### src/rtl/hdmi_period_scheduler.sv
// hdmi_period_scheduler: raster counters, hsync/vsync generation and TMDS
// period sequencing (video preamble/guard/active, data-island preamble/guard/
// packet) for an HDMI transmitter.
// Build option: define HDMI_DATA_ISLAND_EN to include the data-island
// scheduler. Without it the block is a plain DVI timing source and every
// island-related output is tied low.
module hdmi_period_scheduler #(
  parameter int H_ACTIVE = 1280,
  parameter int H_FRONT  = 110,
  parameter int H_SYNC   = 40,
  parameter int H_BACK   = 220,
  parameter int V_ACTIVE = 720,
  parameter int V_FRONT  = 5,
  parameter int V_SYNC   = 5,
  parameter int V_BACK   = 20,
  parameter int SYNC_POL = 1,
  parameter int DI_GAP   = 4
) (
  input  logic        I_clk,
  input  logic        I_rst_n,
  input  logic        I_pkt_valid,
  input  logic [8:0]  I_pkt_word,
  output logic        O_pkt_ack,
  output logic [4:0]  O_pkt_addr,
  output logic        O_hsync,
  output logic        O_vsync,
  output logic [11:0] O_x,
  output logic [11:0] O_y,
  output logic        O_video_preamble,
  output logic        O_video_guard,
  output logic        O_video_period,
  output logic        O_data_preamble,
  output logic        O_data_guard,
  output logic        O_data_period,
  output logic [8:0]  O_packet_data,
  output logic        O_packet_start
);

  localparam int H_TOTAL = H_ACTIVE + H_FRONT + H_SYNC + H_BACK;
  localparam int V_TOTAL = V_ACTIVE + V_FRONT + V_SYNC + V_BACK;

  localparam logic [11:0] X_LAST = 12'(H_TOTAL - 1);
  localparam logic [11:0] Y_LAST = 12'(V_TOTAL - 1);
  localparam logic [11:0] X_ACT  = 12'(H_ACTIVE);
  localparam logic [11:0] Y_ACT  = 12'(V_ACTIVE);
  localparam logic [11:0] HS_BEG = 12'(H_ACTIVE + H_FRONT);
  localparam logic [11:0] HS_END = 12'(H_ACTIVE + H_FRONT + H_SYNC);
  localparam logic [11:0] VS_BEG = 12'(V_ACTIVE + V_FRONT);
  localparam logic [11:0] VS_END = 12'(V_ACTIVE + V_FRONT + V_SYNC);
  localparam logic        SYNC_ON = (SYNC_POL != 0);

  // pos_* is the raster position of the cycle being computed; every output
  // register is loaded from it, so O_x/O_y and all period controls emerge
  // on the same edge and stay aligned.
  logic [11:0] pos_x_q, pos_x_d;
  logic [11:0] pos_y_q, pos_y_d;
  logic [11:0] x_q, y_q;
  logic        hsync_q, hsync_d;
  logic        vsync_q, vsync_d;
  logic        video_period_q, video_period_d;
  logic        video_pre_q, video_pre_d;
  logic        video_guard_q, video_guard_d;

  // Raster position advance: x wraps at end of line, y steps on that wrap.
  always_comb begin
    pos_x_d = pos_x_q + 12'd1;
    pos_y_d = pos_y_q;
    if (pos_x_q == X_LAST) begin
      pos_x_d = '0;
      pos_y_d = (pos_y_q == Y_LAST) ? 12'd0 : pos_y_q + 12'd1;
    end
  end

`ifdef HDMI_DATA_ISLAND_EN
  localparam logic [11:0] Y_ACT_M1 = 12'(V_ACTIVE - 1);
  localparam logic [11:0] VPRE_BEG = 12'(H_TOTAL - 10);
  localparam logic [11:0] VGRD_BEG = 12'(H_TOTAL - 2);
  logic next_line_active;
`endif

  // Sync, active-video and video leading-edge decode for the current position.
  always_comb begin
    hsync_d = ((pos_x_q >= HS_BEG) && (pos_x_q < HS_END)) ? SYNC_ON : ~SYNC_ON;
    vsync_d = ((pos_y_q >= VS_BEG) && (pos_y_q < VS_END)) ? SYNC_ON : ~SYNC_ON;
    video_period_d = (pos_x_q < X_ACT) && (pos_y_q < Y_ACT);
`ifdef HDMI_DATA_ISLAND_EN
    // The preamble/guard lead into the following line, so they only appear
    // when that line carries video (including the wrap back to line 0).
    next_line_active = (pos_y_q < Y_ACT_M1) || (pos_y_q == Y_LAST);
    video_pre_d   = next_line_active && (pos_x_q >= VPRE_BEG) && (pos_x_q < VGRD_BEG);
    video_guard_d = next_line_active && (pos_x_q >= VGRD_BEG);
`else
    video_pre_d   = 1'b0;
    video_guard_d = 1'b0;
`endif
  end

  // Raster counters and timing outputs.
  always_ff @(posedge I_clk or negedge I_rst_n) begin
    if (!I_rst_n) begin
      pos_x_q        <= '0;
      pos_y_q        <= '0;
      x_q            <= '0;
      y_q            <= '0;
      hsync_q        <= ~SYNC_ON;
      vsync_q        <= ~SYNC_ON;
      video_period_q <= 1'b0;
      video_pre_q    <= 1'b0;
      video_guard_q  <= 1'b0;
    end else begin
      pos_x_q        <= pos_x_d;
      pos_y_q        <= pos_y_d;
      x_q            <= pos_x_q;
      y_q            <= pos_y_q;
      hsync_q        <= hsync_d;
      vsync_q        <= vsync_d;
      video_period_q <= video_period_d;
      video_pre_q    <= video_pre_d;
      video_guard_q  <= video_guard_d;
    end
  end

  assign O_x              = x_q;
  assign O_y              = y_q;
  assign O_hsync          = hsync_q;
  assign O_vsync          = vsync_q;
  assign O_video_period   = video_period_q;
  assign O_video_preamble = video_pre_q;
  assign O_video_guard    = video_guard_q;

`ifdef HDMI_DATA_ISLAND_EN
  // Decision point: the request is sampled on the edge that moves the
  // displayed x onto D, so the ack pulse is seen at x = D.
  localparam logic [11:0] DECIDE_X = 12'(H_ACTIVE + DI_GAP - 1);
  localparam bit          BLANK_OK = (H_TOTAL - H_ACTIVE) >= (DI_GAP + 44 + 12 + 10);

  typedef enum logic [2:0] {
    ST_IDLE, ST_PRE, ST_LGUARD, ST_PACKET, ST_TGUARD
  } island_state_e;

  island_state_e state_q, state_d;
  logic [4:0] phase_q, phase_d;
  logic       ack_q, ack_d;
  logic       data_pre_q, data_pre_d;
  logic       data_guard_q, data_guard_d;
  logic       data_period_q, data_period_d;
  logic [4:0] addr_q, addr_d;
  logic       start_q, start_d;

  // Island sequencer: state_q describes the cycle now being computed,
  // phase_q counts cycles within the current period.
  always_comb begin
    state_d       = state_q;
    phase_d       = phase_q + 5'd1;
    ack_d         = 1'b0;
    data_pre_d    = 1'b0;
    data_guard_d  = 1'b0;
    data_period_d = 1'b0;
    addr_d        = '0;
    start_d       = 1'b0;
    case (state_q)
      ST_IDLE: begin
        phase_d = '0;
        if ((pos_x_q == DECIDE_X) && I_pkt_valid) begin
          ack_d   = 1'b1;
          state_d = ST_PRE;
        end
      end
      ST_PRE: begin
        data_pre_d = 1'b1;
        if (phase_q == 5'd7) begin
          state_d = ST_LGUARD;
          phase_d = '0;
        end
      end
      ST_LGUARD: begin
        data_guard_d = 1'b1;
        if (phase_q == 5'd1) begin
          state_d = ST_PACKET;
          phase_d = '0;
        end
      end
      ST_PACKET: begin
        data_period_d = 1'b1;
        addr_d        = phase_q;
        start_d       = (phase_q == 5'd0);
        if (phase_q == 5'd31) begin
          state_d = ST_TGUARD;
          phase_d = '0;
        end
      end
      ST_TGUARD: begin
        data_guard_d = 1'b1;
        if (phase_q == 5'd1) begin
          state_d = ST_IDLE;
          phase_d = '0;
        end
      end
      default: begin
        state_d = ST_IDLE;
        phase_d = '0;
      end
    endcase
  end

  // Island state and registered island outputs; reset drops any island.
  always_ff @(posedge I_clk or negedge I_rst_n) begin
    if (!I_rst_n) begin
      state_q       <= ST_IDLE;
      phase_q       <= '0;
      ack_q         <= 1'b0;
      data_pre_q    <= 1'b0;
      data_guard_q  <= 1'b0;
      data_period_q <= 1'b0;
      addr_q        <= '0;
      start_q       <= 1'b0;
    end else begin
      state_q       <= state_d;
      phase_q       <= phase_d;
      ack_q         <= ack_d;
      data_pre_q    <= data_pre_d;
      data_guard_q  <= data_guard_d;
      data_period_q <= data_period_d;
      addr_q        <= addr_d;
      start_q       <= start_d;
    end
  end

  assign O_pkt_ack       = ack_q;
  assign O_pkt_addr      = addr_q;
  assign O_data_preamble = data_pre_q;
  assign O_data_guard    = data_guard_q;
  assign O_data_period   = data_period_q;
  assign O_packet_start  = start_q;
  // The source answers the registered O_pkt_addr within the same cycle, so
  // the word is forwarded under the registered period flag to stay aligned
  // with O_pkt_addr and O_data_period.
  assign O_packet_data   = data_period_q ? I_pkt_word : 9'd0;

  // Configuration and exclusivity checks for simulation.
  always_ff @(posedge I_clk) begin
    if (I_rst_n) begin
      assert (BLANK_OK);
      assert ($onehot0({video_pre_q, video_guard_q, video_period_q,
                        data_pre_q, data_guard_q, data_period_q}));
    end
  end
`else
  logic dvi_unused;
  assign dvi_unused = ^{I_pkt_valid, I_pkt_word, 32'(DI_GAP)};

  assign O_pkt_ack       = 1'b0;
  assign O_pkt_addr      = 5'd0;
  assign O_data_preamble = 1'b0;
  assign O_data_guard    = 1'b0;
  assign O_data_period   = 1'b0;
  assign O_packet_start  = 1'b0;
  assign O_packet_data   = 9'd0;
`endif

endmodule

### config.mk
export PLATFORM = sky130hd
export DESIGN_NAME = hdmi_period_scheduler
export DESIGN_NICKNAME = d
export VERILOG_FILES = /design/src/rtl/hdmi_period_scheduler.sv
export SDC_FILE = /design/constraint.sdc
export NUM_CORES = 1
export LEC_CHECK = 0
export ABC_AREA = 1
export BUFFER_PORTS_ARGS = -buffer_cell sky130_fd_sc_hd__clkbuf_2
export CORE_UTILIZATION = 45
export DETAILED_ROUTE_END_ITERATION = 10
export GPL_TIMING_DRIVEN = 0
export PLACE_DENSITY = 0.81
export RECOVER_POWER = 50
export REMOVE_ABC_BUFFERS = 1
export SLEW_MARGIN = 10
export SYNTH_ARGS = -nofsm -noshare
export SYNTH_HDL_FRONTEND = slang
export SYNTH_SLANG_ARGS = --single-unit
### constraint.sdc
create_clock -name I_clk -period 1.85 [get_ports I_clk]
set_input_delay 0.0925 -clock I_clk [delete_from_list [all_inputs] [get_ports I_clk]]
set_output_delay 0.0925 -clock I_clk [all_outputs]
set_load 0.01 [all_outputs]
==> flow_summary.ini <==
[critical_path]
cp.required_ns = 2.05
reg2regPathDepth = 7
arrival_ns = 1.85
endpoint_kind = flip-flop
crit_fanout = 12
critPathKind = flip-flop to flip-flop
r2r-start = pos_x_q[1]
r2r-end = pos_y_q[2]
reg2reg_slack_ns = 0.20
cp-start-kind = flip-flop

[sta]
slew_headroom_pct = 22.8
max_freq_ghz = 0.605
rsz0062_at_grt = no
finalSetupTns_ns = 0
finClkSkew_ns = 0.00517
slew_viol_final = 0
worst_slack_ns = 0.196
worst_pin_slew_ns = 1.16
finalCriticalPeriod_ns = 1.65
period_share_pct = 89.4
timing.hold.ws_ns = -0.00774
setup_viol = 0
hold_viol = 5

[worst_hold_path]
hold_class = input port to asynchronous set/reset pin

[die]
ios = 60
dieWidth_um = 75.1
die_y_um = 75.1
die_area_um2 = 5640
initial_core_util_pct = 46.8
core-area_um2 = 5140
fp-row-count = 26

[pwr]
pwr-share-comb_pct = 1.9
seq_power_share_pct = 54.6
clockPowerShare_pct = 43.5
cellLeakagePower_nw = 1.44
irDropWorstVdd_mv = 0.534
swShare_pct = 18.9
p_sw_mw = 0.386
p_int_mw = 1.65
pwr_density_cell_nw_per_um2 = 764

[place]
gp_congestion = 0.849
port_buffers = 28
place_ws_ns = 0.205
dp_hpwl_um = 2780

[detailed_routing]
drt_iter0_markers = 154
vias = 1746
first_pass_iters = 4
wl_per_cell_um = 10.6
drt-total-wl_um = 3990
drc = 0
ant_nets = 0
vias_per_cell = 4.66

[synthesis]
synth.ff_latch_count = 51
yosysSeqAreaShare_pct = 53.1
ys_types = 29
yosysWarnings = 0
synthCells = 272
netlist_area_um2 = 2400
avgSynthCellArea_um2 = 8.84

[status]
violations = hold timing
run_status = complete, but fails checks

[clock_network]
clkTransAtPathRegs_ns = 0.09
worstSkewPairLatency_ns = 0.30
hold_buffers = 0
ctsHtreeMaxLevel = 2
clockBufferDepth = 2
cts_sinks = 51
root_buffer = clkbuf_8
cts-resized-gates = 0
post-cts-setup-buffers = 0
cts-buffers-inserted = 5
cts_tree = yes

[global_routing]
grt_overflow = 0
grt_max_degree = 52
grt_pass1_wl_um = 6550
track_usage_pct = 15.7
grt_pass1_vias = 1467
antenna_found_initial = 0

[finish]
area_growth_pct = 11.0
fin_nets = 322
nFillCells = 487
antenna_cells = 0
seq_area_um2 = 1280
multi_input_area_um2 = 880
drive_above_1_share_pct = 16.1

[run]
drv_cap = 0
-- logic make-up after synthesis --
kind of cell | count (synthesis) | share of synthesized area [%]
compound gates | 22 | 5.15
xor+xnor | 8 | 2.92
flops | 51 | 53.1
buf+inv | 62 | 13.4
simple gates | 122 | 22.1
fa+ha+maj | 6 | 3.12
other cells | 1 | 0.156
-- cell type report --
cell class | instances | share of cell area (%)
inverters | 39 | 5.58
well taps | 70 | 3.28
clock buffers | 5 | 2.58
clock inverters | 3 | 2.53
flip-flops and latches | 51 | 47.8
multi-input cells | 179 | 33.0
repair buffers | 28 | 5.25
-- cell usage in the layout (no fill, tap or decap), types with 2 or more instances in the layout --
cell,count
or2_2,2
inv_2,2
nand3_1,18
ha_1,6
a21oi_1,10
nor2_1,34
clkbuf_8,5
xor2_1,8
conb_1,21
inv_1,36
nor2_2,3
nand4_1,5
clkbuf_2,28
dfrtp_1,51
nand2_1,51
bufinv_16,2
nor3_1,4
o21ai_0,6
nand2_2,2
-- power by group through the flow --
stage | Combinational, mW | Clock, mW | Sequential, mW
after floorplan | 0.0184 | 0 | 1.14
after global placement | 0.0396 | 0 | 1.14
after detailed placement | 0.0404 | 0 | 1.14
after CTS | 0.0404 | 0.909 | 1.11
after global routing | 0.0457 | 0.961 | 1.11
final | 0.0390 | 0.886 | 1.11
-- per-stage QoR --
step / std cells / cell area, um^2 / hold slack (ns) / util, % / power [mW]
after global placement: 367 / 2530 / 0.373 / 49.3 / 1.18
after floorplan: 269 / 2300 / -0.203 / - / 1.15
after detailed placement: 367 / 2530 / 0.393 / 49.3 / 1.18
after global routing: 375 / 2670 / 0.115 / 51.9 / 2.12
final: 375 / 2670 / -0.00774 / 51.9 / 2.04
after CTS: 375 / 2670 / 0.0595 / 51.9 / 2.06
-- routing by layer --
layer,up-vias,GRT usage (%),share of wire (%)
met4,0,7.97,2.4
met5,-,0,0
met1,806,19.9,45
met2,61,24.8,47
met3,8,4.15,5.8
li1,871,-,-
-- worst max-delay path by stage --
| stage | startpoint | endpoint | depth (start not counted) |
|---|---|---|---|
| after floorplan | pos_x_q[1] | pos_y_q[3] | 7 |
| after global placement | pos_x_q[1] | pos_y_q[3] | 7 |
| after detailed placement | pos_x_q[1] | pos_y_q[2] | 7 |
| after CTS | pos_x_q[1] | pos_y_q[2] | 7 |
| after global routing | pos_x_q[1] | pos_y_q[2] | 7 |
| final | pos_x_q[1] | pos_y_q[2] | 7 |
-- cell usage after synthesis --
| cell | number | share of area [%] |
|---|---|---|
| dfrtp_1 | 51 | 53 |
| nand2_1 | 51 | 8.0 |
| inv_1 | 36 | 5.6 |
| nor2_1 | 34 | 5.3 |
| buf_4 | 21 | 6.6 |
| nand3_1 | 18 | 3.7 |
| a21oi_1 | 10 | 2.1 |
| xor2_1 | 8 | 2.9 |
| ha_1 | 6 | 3.1 |
| o21ai_0 | 6 | 1.2 |
| nand4_1 | 5 | 1.3 |
| nor3_1 | 4 | 0.83 |
| nor2_2 | 3 | 0.78 |
| inv_2 | 2 | 0.31 |
| nand2_2 | 2 | 0.52 |
| or2_2 | 2 | 0.52 |
| a31oi_1 | 1 | 0.26 |
| buf_2 | 1 | 0.21 |
| buf_6 | 1 | 0.47 |
| conb_1 | 1 | 0.16 |
| inv_4 | 1 | 0.26 |
| nand3_2 | 1 | 0.42 |
| nor2_4 | 1 | 0.47 |
| nor4_1 | 1 | 0.26 |
| o2111ai_1 | 1 | 0.36 |
| o211ai_1 | 1 | 0.31 |
| o21ai_1 | 1 | 0.21 |
| o21ai_2 | 1 | 0.36 |
| o31ai_1 | 1 | 0.31 |
-- state kept, by name, summed over array words and instances, names as in the netlist --
name            flops
O_x                12
O_y                12
pos_x_q            12
pos_y_q            12
O_hsync             1
O_video_period      1
O_vsync             1
-- worst max-delay path, stage by stage, from the launching register on --
cell     delay, ns
dfrtp_1       0.47
inv_1         0.11
ha_1          0.20
nand2_1       0.09
nor2_2        0.40
nand2_2       0.14
nand2_1       0.10
nor2_1        0.04
Note: power is estimated with default switching activity, not from simulation.
